`config.mk`:
```
export PLATFORM = sky130hd
export DESIGN_NAME = viterbi_traceback
export DESIGN_NICKNAME = d
export VERILOG_FILES = /design/src/rtl/viterbi_pkg.sv /design/src/rtl/viterbi_tb_mem.sv /design/src/rtl/viterbi_traceback.sv
export SDC_FILE = /design/constraint.sdc
export NUM_CORES = 1
export LEC_CHECK = 0
export BUFFER_PORTS_ARGS = -buffer_cell sky130_fd_sc_hd__buf_2
export CAP_MARGIN = 15
export CORE_ASPECT_RATIO = 0.75
export CORE_MARGIN = 2
export CORE_UTILIZATION = 25
export CTS_BUF_LIST = sky130_fd_sc_hd__clkbuf_8
export DETAILED_ROUTE_END_ITERATION = 8
export GPL_TIMING_DRIVEN = 0
export PLACE_DENSITY = 0.52
export SYNTH_ARGS = -nofsm -noshare
export SYNTH_HDL_FRONTEND = slang
export SYNTH_SLANG_ARGS = --single-unit
export TNS_END_PERCENT = 10
```
`constraint.sdc`:
```
create_clock -name clk -period 3.45 [get_ports clk]
set_input_delay 0.69 -clock clk [delete_from_list [all_inputs] [get_ports clk]]
set_output_delay 0.69 -clock clk [all_outputs]
set_load 0.01 [all_outputs]
```
`src/rtl/viterbi_pkg.sv`:
```
`default_nettype none
// ============================================================================
// Module   : viterbi_pkg
// Purpose  : Shared defaults and state encoding for the Viterbi traceback
//            block and its backpointer memory.
// Contents : c_word_num / c_word_num_bit  - sentence length and index width
//            c_pos_num  / c_pos_num_bit   - POS state count and index width
//            tb_state_t                   - IDLE (filling) / TRACE
// Revision : 1.0 - initial release
// ============================================================================
package viterbi_pkg;

    localparam int c_word_num     = 16;
    localparam int c_word_num_bit = 4;
    localparam int c_pos_num      = 11;
    localparam int c_pos_num_bit  = 4;

    typedef enum logic [0:0] {
        IDLE  = 1'b0,
        TRACE = 1'b1
    } tb_state_t;

endpackage : viterbi_pkg
`default_nettype wire

```
`src/rtl/viterbi_tb_mem.sv`:
```
`default_nettype none
// ============================================================================
// Module   : viterbi_tb_mem
// Purpose  : Backpointer register file, one row per word, one encoded
//            predecessor slice per POS state. Synchronous write,
//            combinational read. Contents are intentionally not reset.
// Ports    : clk      - clock
//            i_we     - write enable
//            i_waddr  - write row
//            i_wdata  - row data (POS_num slices of POS_num_bit bits)
//            i_raddr  - read row
//            o_rdata  - row data at i_raddr
// Revision : 1.0 - initial release
// ============================================================================
module viterbi_tb_mem
    import viterbi_pkg::*;
#(
    parameter int word_num     = c_word_num,
    parameter int word_num_bit = c_word_num_bit,
    parameter int POS_num      = c_pos_num,
    parameter int POS_num_bit  = c_pos_num_bit
) (
    input  logic                           clk,
    input  logic                           i_we,
    input  logic [word_num_bit-1:0]        i_waddr,
    input  logic [POS_num*POS_num_bit-1:0] i_wdata,
    input  logic [word_num_bit-1:0]        i_raddr,
    output logic [POS_num*POS_num_bit-1:0] o_rdata
);

    logic [POS_num*POS_num_bit-1:0] r_mem [word_num];

    always_ff @(posedge clk) begin
        if (i_we) begin
            r_mem[i_waddr] <= i_wdata;
        end
    end

    assign o_rdata = r_mem[i_raddr];

endmodule : viterbi_tb_mem
`default_nettype wire

```
`src/rtl/viterbi_traceback.sv`:
```
`default_nettype none
// ============================================================================
// Module   : viterbi_traceback
// Purpose  : Collects per-word backpointer vectors for one sentence, then
//            walks them backwards from the best final state, emitting one
//            POS tag per cycle (last word first, word 0 flagged tag_last).
// Ports    : clk, reset (async, active low)
//            bp_in/bp_valid/bp_ready  - backpointer beat stream
//            seq_last, final_state    - sentence end marker and best state
//            tag_data/tag_idx/tag_valid/tag_ready/tag_last - tag stream
//            err                      - sticky overflow flag (optional)
// Options  : VITERBI_TB_ERR_EN - adds the err output and its logic.
// Revision : 1.0 - initial release
// ============================================================================
module viterbi_traceback
    import viterbi_pkg::*;
#(
    parameter int word_num     = c_word_num,
    parameter int word_num_bit = c_word_num_bit,
    parameter int POS_num      = c_pos_num,
    parameter int POS_num_bit  = c_pos_num_bit
) (
    input  logic                           clk,
    input  logic                           reset,
    input  logic [POS_num*POS_num_bit-1:0] bp_in,
    input  logic                           bp_valid,
    output logic                           bp_ready,
    input  logic                           seq_last,
    input  logic [POS_num_bit-1:0]         final_state,
    output logic [POS_num_bit-1:0]         tag_data,
    output logic [word_num_bit-1:0]        tag_idx,
    output logic                           tag_valid,
    input  logic                           tag_ready,
    output logic                           tag_last
`ifdef VITERBI_TB_ERR_EN
    ,
    output logic                           err
`endif
);

    // wcnt needs one extra bit so that "full" (== word_num) is representable.
    localparam logic [word_num_bit:0]   c_wcnt_max = (word_num_bit+1)'(word_num);
    localparam logic [word_num_bit-1:0] c_k_max    = word_num_bit'(word_num - 1);

    tb_state_t                      r_state;
    logic [word_num_bit:0]          r_wcnt;
    logic [word_num_bit-1:0]        r_k;
    logic [POS_num_bit-1:0]         r_cur;
    logic                           r_tag_valid;
    logic                           r_tag_last;

    logic                           w_accept;
    logic                           w_has_room;
    logic [word_num_bit-1:0]        w_k_load;
    logic [POS_num*POS_num_bit-1:0] w_row;
    logic [POS_num_bit-1:0]         w_pred;

    assign w_accept   = bp_valid && (r_state == IDLE);
    assign w_has_room = (r_wcnt < c_wcnt_max);
    assign w_k_load   = w_has_room ? r_wcnt[word_num_bit-1:0] : c_k_max;

    viterbi_tb_mem #(
        .word_num     (word_num),
        .word_num_bit (word_num_bit),
        .POS_num      (POS_num),
        .POS_num_bit  (POS_num_bit)
    ) u_mem (
        .clk     (clk),
        .i_we    (w_accept && w_has_room),
        .i_waddr (r_wcnt[word_num_bit-1:0]),
        .i_wdata (bp_in),
        .i_raddr (r_k),
        .o_rdata (w_row)
    );

    // Predecessor lookup by compare-and-select: a state index with no slice
    // (cur >= POS_num) matches nothing and falls through to 0.
    always_comb begin
        w_pred = '0;
        for (int s = 0; s < POS_num; s++) begin
            if (r_cur == POS_num_bit'(s)) begin
                w_pred = w_row[s*POS_num_bit +: POS_num_bit];
            end
        end
    end

    always_ff @(posedge clk or negedge reset) begin
        if (!reset) begin
            r_state     <= IDLE;
            r_wcnt      <= '0;
            r_k         <= '0;
            r_cur       <= '0;
            r_tag_valid <= 1'b0;
            r_tag_last  <= 1'b0;
        end else begin
            case (r_state)
                IDLE: begin
                    if (w_accept) begin
                        if (w_has_room) begin
                            r_wcnt <= r_wcnt + 1'b1;
                        end
                        if (seq_last) begin
                            r_cur       <= final_state;
                            r_k         <= w_k_load;
                            r_tag_last  <= (w_k_load == '0);
                            r_tag_valid <= 1'b1;
                            r_state     <= TRACE;
                        end
                    end
                end
                TRACE: begin
                    if (tag_ready) begin
                        if (r_k != '0) begin
                            r_cur      <= w_pred;
                            r_k        <= r_k - 1'b1;
                            r_tag_last <= (r_k == word_num_bit'(1));
                        end else begin
                            r_tag_valid <= 1'b0;
                            r_tag_last  <= 1'b0;
                            r_wcnt      <= '0;
                            r_state     <= IDLE;
                        end
                    end
                end
                default: r_state <= IDLE;
            endcase
        end
    end

`ifdef VITERBI_TB_ERR_EN
    // Sticky: any beat arriving with the memory already full is an overflow,
    // whether it is discarded or only contributes its final_state.
    logic r_err;

    always_ff @(posedge clk or negedge reset) begin
        if (!reset) begin
            r_err <= 1'b0;
        end else if (w_accept && !w_has_room) begin
            r_err <= 1'b1;
        end
    end

    assign err = r_err;
`endif

    assign bp_ready  = (r_state == IDLE);
    assign tag_valid = r_tag_valid;
    assign tag_data  = r_cur;
    assign tag_idx   = r_k;
    assign tag_last  = r_tag_last;

endmodule : viterbi_traceback
`default_nettype wire
```
* Yosys cells after proc, flatten, opt, wreduce, memory -nomap -nowiden
Memories as Yosys holds them, arrays and structs flattened.
Cells that the tools add are included.
** Storage, ports and cells
- Register bits :: 16
- Latch bits :: 0
- RAM bits :: 704
- Bits in read-only memories :: 0
- Input bits :: 53
- Output and inout port bits :: 11
- Logic and storage cells :: 81
- Memories kept :: 1
** Memories
- u_mem.r_mem :: depth 16, width 44, rd ports 1, clocked after Yosys merged registers in 0, write ports 1, RTL line viterbi_tb_mem.sv:31 : logic [POS_num*POS_num_bit-1:0] r_mem [word_num];
** Cells by class
- Add/subtract/negate cells :: 2
- Multipliers :: 0
- Divide/modulo/power cells :: 0
- Magnitude comparators :: 1
- Equality and inequality tests :: 17
- Shifts and indexed selects :: 0
- Muxes and demuxes :: 44
- Bitwise gates (word level) :: 1
- Reductions and logical operators :: 9
** Operators with widths (number)
- $mux 4 :: 20
- $mux 5 :: 4
- $eq 4x3->1 const B :: 4
- $pmux 4 s2 :: 2
- $mux 1 :: 14
- $eq 4x4->1 const B :: 3
- $reduce_and 4->1 :: 3
- $pmux 5 s2 :: 1
- $eq 4x1->1 const B :: 2
- $eq 4x2->1 const B :: 2
- $logic_not 4->1 :: 2
- $ne 2x1->1 const B :: 4
- $pmux 1 s2 :: 3
- $add 5x1->5 const B :: 1
- $lt 5x5->1 const B :: 1
- $ne 2x2->1 const B :: 2
- $reduce_bool 4->1 :: 1
- $sub 4x1->4 const B :: 1
- $reduce_and 3->1 :: 1
- $logic_and 1x1->1 :: 2
- $not 1->1 :: 1

* Longest topological paths before layout
Gate-level depths: netlist of run 1.
- Depth in word-level cells :: 15
- Gate-level depth with buffers :: 14
- Gate-level depth less buffers :: 9

* By module
A second synthesis of run 1 with hierarchy kept.
** Second synthesis, totals
- Cells, all modules :: 1273
- Area total of the unflattened synthesis :: 27930.5 um^2
** By module, submodules not included
- viterbi_tb_mem :: times used 1, cells an instance 1098, area an instance 26386.6 um^2, sequential area each 21140.3 um^2
- viterbi_traceback :: times used 1, cells an instance 175, area an instance 1544.0 um^2, sequential area each 400.4 um^2

* Worst setup path after synthesis of run 1
OpenSTA, ideal clock, no wires.
- Kind :: in2reg
- Start point :: input port bp_valid
- End point :: memory u_mem.r_mem[15][0] in the netlist's numbering, enable pin
- Setup time :: 0.447 ns
- Data arrival time :: 3.446 ns
- Setup slack :: -0.443 ns
- Cell stages on the path :: 3
- Path through :: nor3b_1 > nand2_1 > nor2_1
** Between the ends
- Word-level cells in the longest chain between the ends :: 4
** Ends and longest elaborated chain
- from (decl) :: RTL line viterbi_traceback.sv:26 : input logic bp_valid,
- $logic_and 1x1->1 :: RTL line viterbi_traceback.sv:58 : assign w_accept = bp_valid && (r_state == IDLE);
- $logic_and 1x1->1 :: RTL line viterbi_traceback.sv:69 : .i_we (w_accept && w_has_room),
- $mux 1 :: RTL line viterbi_tb_mem.sv:34 : if (i_we) begin
- $mux 1 (not written as such) :: RTL line viterbi_tb_mem.sv:35 : r_mem[i_waddr] <= i_wdata;
- to (decl) :: RTL line viterbi_tb_mem.sv:31
Every way passes these cells.

* Worst setup path in the final report of run 1
- Start point :: register r_k[2], in the netlist tag_idx[2]
- End point :: register r_cur[1], in the netlist tag_data[1]
** Between the ends
- Word-level cells in the longest chain between the ends :: 15
- Elaborated cells between the ends (all ways) :: 18
- Those cells by class :: eq/ne (1); mux (14); reduce/logical (2); memory (1)
** Ends and longest elaborated chain
- from (decl) :: RTL line viterbi_traceback.sv:47 : logic [word_num_bit-1:0] r_k;
- from (signal assigned) :: RTL line viterbi_traceback.sv:104 : r_k <= w_k_load;
- from (signal assigned) :: RTL line viterbi_traceback.sv:115 : r_k <= r_k - 1'b1;
- $mem_v2 16x44
- $mux 4 (11 in a row) :: RTL line viterbi_traceback.sv:81 : if (r_cur == POS_num_bit'(s)) begin
- $mux 4 :: RTL line viterbi_traceback.sv:113 : if (r_k != '0) begin
- $mux 4 :: RTL line viterbi_traceback.sv:112 : if (tag_ready) begin
- $pmux 4 s2 :: RTL line viterbi_traceback.sv:96 : case (r_state)
- to (signal assigned) :: RTL line viterbi_traceback.sv:103 : r_cur <= final_state;
- to (signal assigned) :: RTL line viterbi_traceback.sv:114 : r_cur <= w_pred;
- to (decl) :: RTL line viterbi_traceback.sv:48 : logic [POS_num_bit-1:0] r_cur;
Parallel ways exist; a longest one is shown, timed or not. The select of a mux whose other input is x is not followed.
A chain may end at the register's enable or synchronous reset.

==> flow_metrics.env, run 1 <==
export IMPL_synthMuxAreaShare_pct=16.0
export IMPL_path_max_fanout=10
export IMPL_yosysTopAreaCell="edfxtp_1"
export IMPL_antenna_found_initial=12
export IMPL_drive_gt1_share_pct=31.8
export IMPL_synth_seq_cells=720
export IMPL_met1_usage_pct=21.6
export IMPL_root_buffer="clkbuf_8"
export IMPL_clk_latency_ps=730
export IMPL_first_pass_iters=5
export IMPL_critical_path_endpoint="tag_data[1]"
export IMPL_final_cells=3084
export IMPL_synthXorXnorAreaFrac_pct=0.0623
export IMPL_cts_tree="done"
export IMPL_core_um2=111000
export IMPL_critical_path_class="reg2reg"
export IMPL_relSlewSlack_pct=30.4
export IMPL_synth_edf_count=704
export IMPL_grt_max_degree=21
export IMPL_synthArstFlopShare_pct=2.22
export IMPL_final_nets=1588
export IMPL_track_usage_pct=14.8
export IMPL_finalHoldViolations=0
export IMPL_regArea_um2=21500
export IMPL_grt_pass1_vias=15300
export IMPL_met2_usage_pct=21.3
export IMPL_p_per_area_nw_per_um2=752
export IMPL_min_period_ps=3400
export IMPL_critical_path_required_ps=4040
export IMPL_status="finished, final reports clean"
export IMPL_met3_usage_pct=4.73
export IMPL_ff2ff_setup_slack_ps=50
export IMPL_numCtsBuffers=109
export IMPL_clk_path_buf_depth=3
export IMPL_overflow=0
export IMPL_fp_dieH_um=294
export IMPL_syn_nets=1376
export IMPL_dp_cells=2875
export IMPL_synthTopCellsByArea="edfxtp_1 (75%), mux4_2 (15%), dfrtp_1 (1.4%)"
export IMPL_synth_compound_area_share_pct=2.41
export IMPL_p_leak_nw=10.5
export IMPL_portBuffers=63
export IMPL_wl_per_cell_um=27.7
export IMPL_crit_path_end_kind="flip-flop"
export IMPL_drt_iter0_markers=2077
export IMPL_mappedNetlistArea_um2=28100
export IMPL_setup_viol=0
export IMPL_routed_wl_mm=85.6
export IMPL_min_path_type="in2reg"
export IMPL_grt_pass1_wl_mm=119
export IMPL_clock_sinks=720
export IMPL_peakVddDrop_mv=0.337
export IMPL_yosysWarnings=0
export IMPL_netlist_area_leader_share_pct=75.2
export IMPL_setup_tns_ps=0
export IMPL_tightest_slew_ps=1040
export IMPL_synthCells=1317
export IMPL_crit_path_start="tag_idx[2]"
export IMPL_clk_pin_slew_worst_paths_ps=70
export IMPL_rsz0062_at_grt="yes"
export IMPL_drv_slew=0
export IMPL_synth_most_common_cell="edfxtp_1"
export IMPL_synth_cell_types=58
export IMPL_skew_ps=24.6
export IMPL_row_count=106
export IMPL_dieWidth_um=391
export IMPL_reg2reg_to="tag_data[1]"
export IMPL_reg2reg_from="tag_idx[2]"
export IMPL_synth_top_family_by_area="multiplexers"
export IMPL_final_antenna_net_count=0
export IMPL_area_growth_pct=18.9
export IMPL_dpl_hpwl_mm=57.1
export IMPL_dieArea_um2=115000
export IMPL_crit_arrival_ps=3990
export IMPL_synth_commonest_cells="edfxtp_1 (704), mux4_2 (185), nand2_1 (76)"
export IMPL_vias=15000
export IMPL_finalCritPeriodShare_pct=98.5
export IMPL_avgViaCountPerCell=4.86
export IMPL_critical_path_startpoint_type="flip-flop"
export IMPL_synth_simple_area_share_pct=3.22
export IMPL_drc=0
export IMPL_multi_input_area_um2=6380
export IMPL_synth_adder_area_share_pct=0.267
export IMPL_start_util_pct=25.2
export IMPL_fmax_mhz=294
export IMPL_avgSynthCellArea_um2=21.3
export IMPL_synth_ff_type="edfxtp_1"
export IMPL_cts_max_level=3
export IMPL_globalplace_congestion=0.896
export IMPL_ys_seq_area_share_pct=76.7
export IMPL_reg2reg_depth=8
export IMPL_ios=64
export IMPL_grt_most_used_layer="met1"
export IMPL_hold_worst_slack_ps=326
export IMPL_drv_cap=0
export IMPL_fill_cells=10800
state kept, by name (all words and copies together), names as in the netlist:
register / count
tag_idx: 4
tag_data: 4
u_mem.r_mem: 704
tag_valid: 1
r_wcnt: 5
tag_last: 1
r_state: 1
layout make-up:
class / count / area share, %
Inverter: 7 / 0.0937
Clock buffer: 111 / 4.57
Clock inverter: 96 / 1.44
Sequential cell: 720 / 64.5
Multi-Input combinational cell: 521 / 19.1
Tap cell: 1458 / 5.46
Buffer: 69 / 1.38
Antenna cell: 1 / 0.00749
Timing Repair Buffer: 101 / 3.42
critical path, cell delays in order, from the launching register on:
cell and delay [ps]:
dfrtp_1 640, buf_2 480, buf_4 390, clkbuf_2 510, a21oi_1 80, a211oi_1 460, o31ai_1 140, o311ai_2 390
a21oi_1 140
worst min path at each step:
| stage | start | end | slack, ps | cells after the start |
|---|---|---|---|---|
| finish | tag_ready | r_state | 330 | 4 |
| global route | bp_in[3] | u_mem.r_mem[10][3] | 290 | 1 |
| CTS | tag_ready | r_state | 240 | 4 |
| detailed placement | tag_last | tag_last | 540 | 1 |
| global placement | tag_last | tag_last | 530 | 1 |
| floorplan | reset | r_state | 390 | 0 |
per-layer routing:
layer / wire length [µm] / up-vias
met3: 7750 / 133
met4: 1620 / 12
li1: - / 5996
met2: 36800 / 750
met5: 185 / -
met1: 39200 / 8099
power breakdown:
part / internal [mW] / switching, mW / total [mW]
combinational: 3.25 / 5.14 / 8.38
clock: 3.23 / 3.37 / 6.60
sequential: 9.92 / 0.213 / 10.1
total: 16.4 / 8.71 / 25.1
per-stage QoR:
stage               instance area [µm²]  util [%]  worst slack, ps  power, mW
floorplan                         28100         -             -432       15.0
finish                            33400      30.0             50.2       25.1
detailed placement                31200      28.0            -1100       18.4
CTS                               33300      29.9            -36.6       25.1
global route                      33400      30.0            -54.3       26.0
global placement                  30200      27.1            -4080       18.2
repair_timing:
| action | 4_1_cts | 5_1_grt |
|---|---|---|
| hold endpoints to repair | 16 | 0 |
| buffers inserted | 0 | 0 |
| pin swaps | 1 | 0 |
| gates resized for setup | 55 | 25 |
| hold buffers | 1 | 0 |
| endpoints found under the setup margin | 78 | 4 |
cells in the final DEF, fill, tap and decap left out, drive strengths merged, types with 3 or more instances in the layout:
cell type / n
edfxtp: 704
mux4: 185
clkbuf: 143
buf: 137
nand2: 76
clkinv: 63
nor2: 40
inv: 35
mux2i: 26
nand3: 24
nor3: 17
a21oi: 17
dfrtp: 16
o21ai: 16
a31oi: 11
nor2b: 8
o22ai: 8
a211oi: 8
and2: 7
nand2b: 6
and3: 6
mux2: 6
ha: 6
a311oi: 5
nor4: 4
nor3b: 3
o2111ai: 3
o221ai: 3
bufinv: 3
o311ai: 3
a2111oi: 3
o31ai: 3
kinds of logic after synthesis:
kind of cell | Yosys count
AO/OA/AOI/OAI | 98
XOR/XNOR | 2
adder cells (fa/ha/maj) | 6
buffers and inverters | 76
flip-flops | 720
multiplexers | 217
AND/OR/NAND/NOR | 198
Note: power is estimated with default switching activity, not from simulation.
==> run 2, diff against run 1 <==
--- a/config.mk
+++ b/config.mk
@@ -5,15 +5,18 @@
 export SDC_FILE = /design/constraint.sdc
 export NUM_CORES = 1
 export LEC_CHECK = 0
+export ABC_AREA = 0
 export BUFFER_PORTS_ARGS = -buffer_cell sky130_fd_sc_hd__buf_2
 export CAP_MARGIN = 15
+export CELL_PAD_IN_SITES_DETAIL_PLACEMENT = 0
+export CELL_PAD_IN_SITES_GLOBAL_PLACEMENT = 1
 export CORE_ASPECT_RATIO = 0.75
 export CORE_MARGIN = 2
 export CORE_UTILIZATION = 25
 export CTS_BUF_LIST = sky130_fd_sc_hd__clkbuf_8
 export DETAILED_ROUTE_END_ITERATION = 8
 export GPL_TIMING_DRIVEN = 0
-export PLACE_DENSITY = 0.52
+export PLACE_DENSITY = 0.56
 export SYNTH_ARGS = -nofsm -noshare
 export SYNTH_HDL_FRONTEND = slang
 export SYNTH_SLANG_ARGS = --single-unit
==> flow_metrics.env, run 2 (same netlist as run 1, synthesis figures left out) <==
export IMPL_status="finished, final reports clean"
export IMPL_finalInstanceArea_um2=33100
export IMPL_overflow=0
export IMPL_fp_dieH_um=294
export IMPL_start_util_pct=25.2
export IMPL_largest_reg_flops=704
export IMPL_core_um2=111000
export IMPL_final_nets=1586
export IMPL_grt_max_degree=21
export IMPL_portBuffers=63
export IMPL_top_register="u_mem.r_mem"
export IMPL_track_usage_pct=14.9
export IMPL_clk_latency_ps=750
export IMPL_min_period_ps=3400
export IMPL_drt_iter0_markers=2028
export IMPL_drv_slew=0
export IMPL_p_int_mw=16.1
export IMPL_netSwitchingPower_mw=8.55
export IMPL_cts_max_level=3
export IMPL_clk_path_buf_depth=3
export IMPL_top_regs="u_mem.r_mem: 704 flops, r_wcnt: 5 flops"
export IMPL_p_leak_nw=10.4
export IMPL_ff2ff_setup_slack_ps=50
export IMPL_final_antenna_net_count=0
export IMPL_ios=64
export IMPL_numCtsBuffers=108
export IMPL_globalplace_congestion=0.853
export IMPL_pwr_share_clk_pct=25.2
export IMPL_grt_pass1_wl_mm=119
export IMPL_antenna_found_initial=9
export IMPL_dieWidth_um=391
export IMPL_drv_cap=0
export IMPL_pre_cts_ws_ps=-1160
export IMPL_critical_path_class="reg2reg"
export IMPL_root_buffer="clkbuf_8"
export IMPL_vias=14800
export IMPL_grt_pass1_vias=15000
export IMPL_final_common_cell="edfxtp_1"
export IMPL_p_per_area_nw_per_um2=744
export IMPL_dieArea_um2=115000
export IMPL_row_count=106
export IMPL_final_cell_mix="edfxtp_1 (704), mux4_2 (185), clkbuf_8 (111)"
export IMPL_critical_path_startpoint_type="flip-flop"
export IMPL_relSlewSlack_pct=20.0
export IMPL_peakVddDrop_mv=0.319
export IMPL_skew_ps=42.7
export IMPL_area_growth_pct=17.9
export IMPL_finalHoldViolations=0
export IMPL_post_cts_buffers=0
export IMPL_crit_path_end_kind="flip-flop"
export IMPL_cts_tree="done"
export IMPL_swShare_pct=34.7
export IMPL_combPwrFrac_pct=33.7
export IMPL_critical_path_required_ps=4060
export IMPL_post_dp_cell_area_um2=31100
export IMPL_clk_pin_slew_worst_paths_ps=70
export IMPL_path_max_fanout=10
export IMPL_tightest_slew_ps=1190
export IMPL_setup_viol=0
export IMPL_avgViaCountPerCell=4.84
export IMPL_clock_sinks=720
export IMPL_first_pass_iters=6
export IMPL_wl_per_cell_um=28.0
export IMPL_drc=0
export IMPL_routed_wl_mm=86.0
export IMPL_drive_gt1_share_pct=31.0
export IMPL_dpl_hpwl_mm=56.6
export IMPL_worst_slack_ps=52.9
export IMPL_p_seq_share_pct=41.1
export IMPL_min_path_type="in2reg"
export IMPL_finalCritPeriodShare_pct=98.5
export IMPL_crit_arrival_ps=4000
export IMPL_fmax_mhz=294
==> run 2: routing by layer <==
metal | routed length, µm | track usage (%) | vias to the layer above
li1 | - | - | 5958
met1 | 40300 | 22.6 | 8018
met2 | 36300 | 21.2 | 732
met3 | 7730 | 3.74 | 131
met4 | 1610 | 3.43 | 8
met5 | 47 | 0 | -
==> run 2: cell type report <==
cell class              instances  area (µm²)
flip-flops and latches        720       21500
plain buffers                  68         474
diodes                          2        5.00
inverters                       7        28.8
multi-input cells             521        6370
clock inverters                79         330
well taps                    1458        1820
clock buffers                 110        1510
repair buffers                101        1050
fillers                     10900       78300
==> run 2: critical path, cell delays in order (launching register included) <==
cell and delay, ps:
dfrtp_1 360, buf_2 270, buf_2 350, buf_4 360, buf_4 370, mux2i_1 400, nor3_1 100, o41ai_2 340
a21oi_1 110, a211oi_2 470, o21ai_1 130
==> run 2: path summary, 6_finish.rpt <==
kind | start | cells after the start | endpoint
setup / recovery | tag_idx[1] | 10 | tag_data[0]
hold / removal | tag_ready | 4 | r_state
setup reg to reg | tag_idx[1] | 10 | tag_data[0]
hold reg to reg | tag_last | 1 | tag_last
max in group asynchronous | reset | 2 | tag_idx[0]
min in group asynchronous | reset | 2 | tag_data[2]
==> run 2: timing repair <==
action | CTS | global route
cloned | 0 | 0
resized for setup | 53 | 26
endpoints found under the setup margin | 25 | 7
hold buffers | 1 | 0
endpoints found under the hold margin | 16 | 0
pin swaps | 1 | 1
==> run 2: power by group through the flow <==
| stage | Sequential [mW] | Clock, mW | Combinational (mW) |
|---|---|---|---|
| after detailed placement | 10.3 | 0 | 8.08 |
| after floorplan | 10.2 | 0 | 4.71 |
| after global routing | 10.1 | 6.70 | 8.71 |
| after global placement | 10.3 | 0 | 7.87 |
| final | 10.1 | 6.20 | 8.31 |
| after CTS | 10.1 | 6.34 | 8.20 |
==> run 2: stage by stage <==
stage,instances,TNS [ps],util (%),hold slack [ps],power [mW]
CTS,3064,0,29.7,236,24.7
global placement,2838,-2675440,27.1,477,18.2
floorplan,1317,-245370,-,394,15.0
detailed placement,2875,-18060,27.9,485,18.4
finish,3066,0,29.7,320,24.6
global route,3065,-28.2,29.7,292,25.6
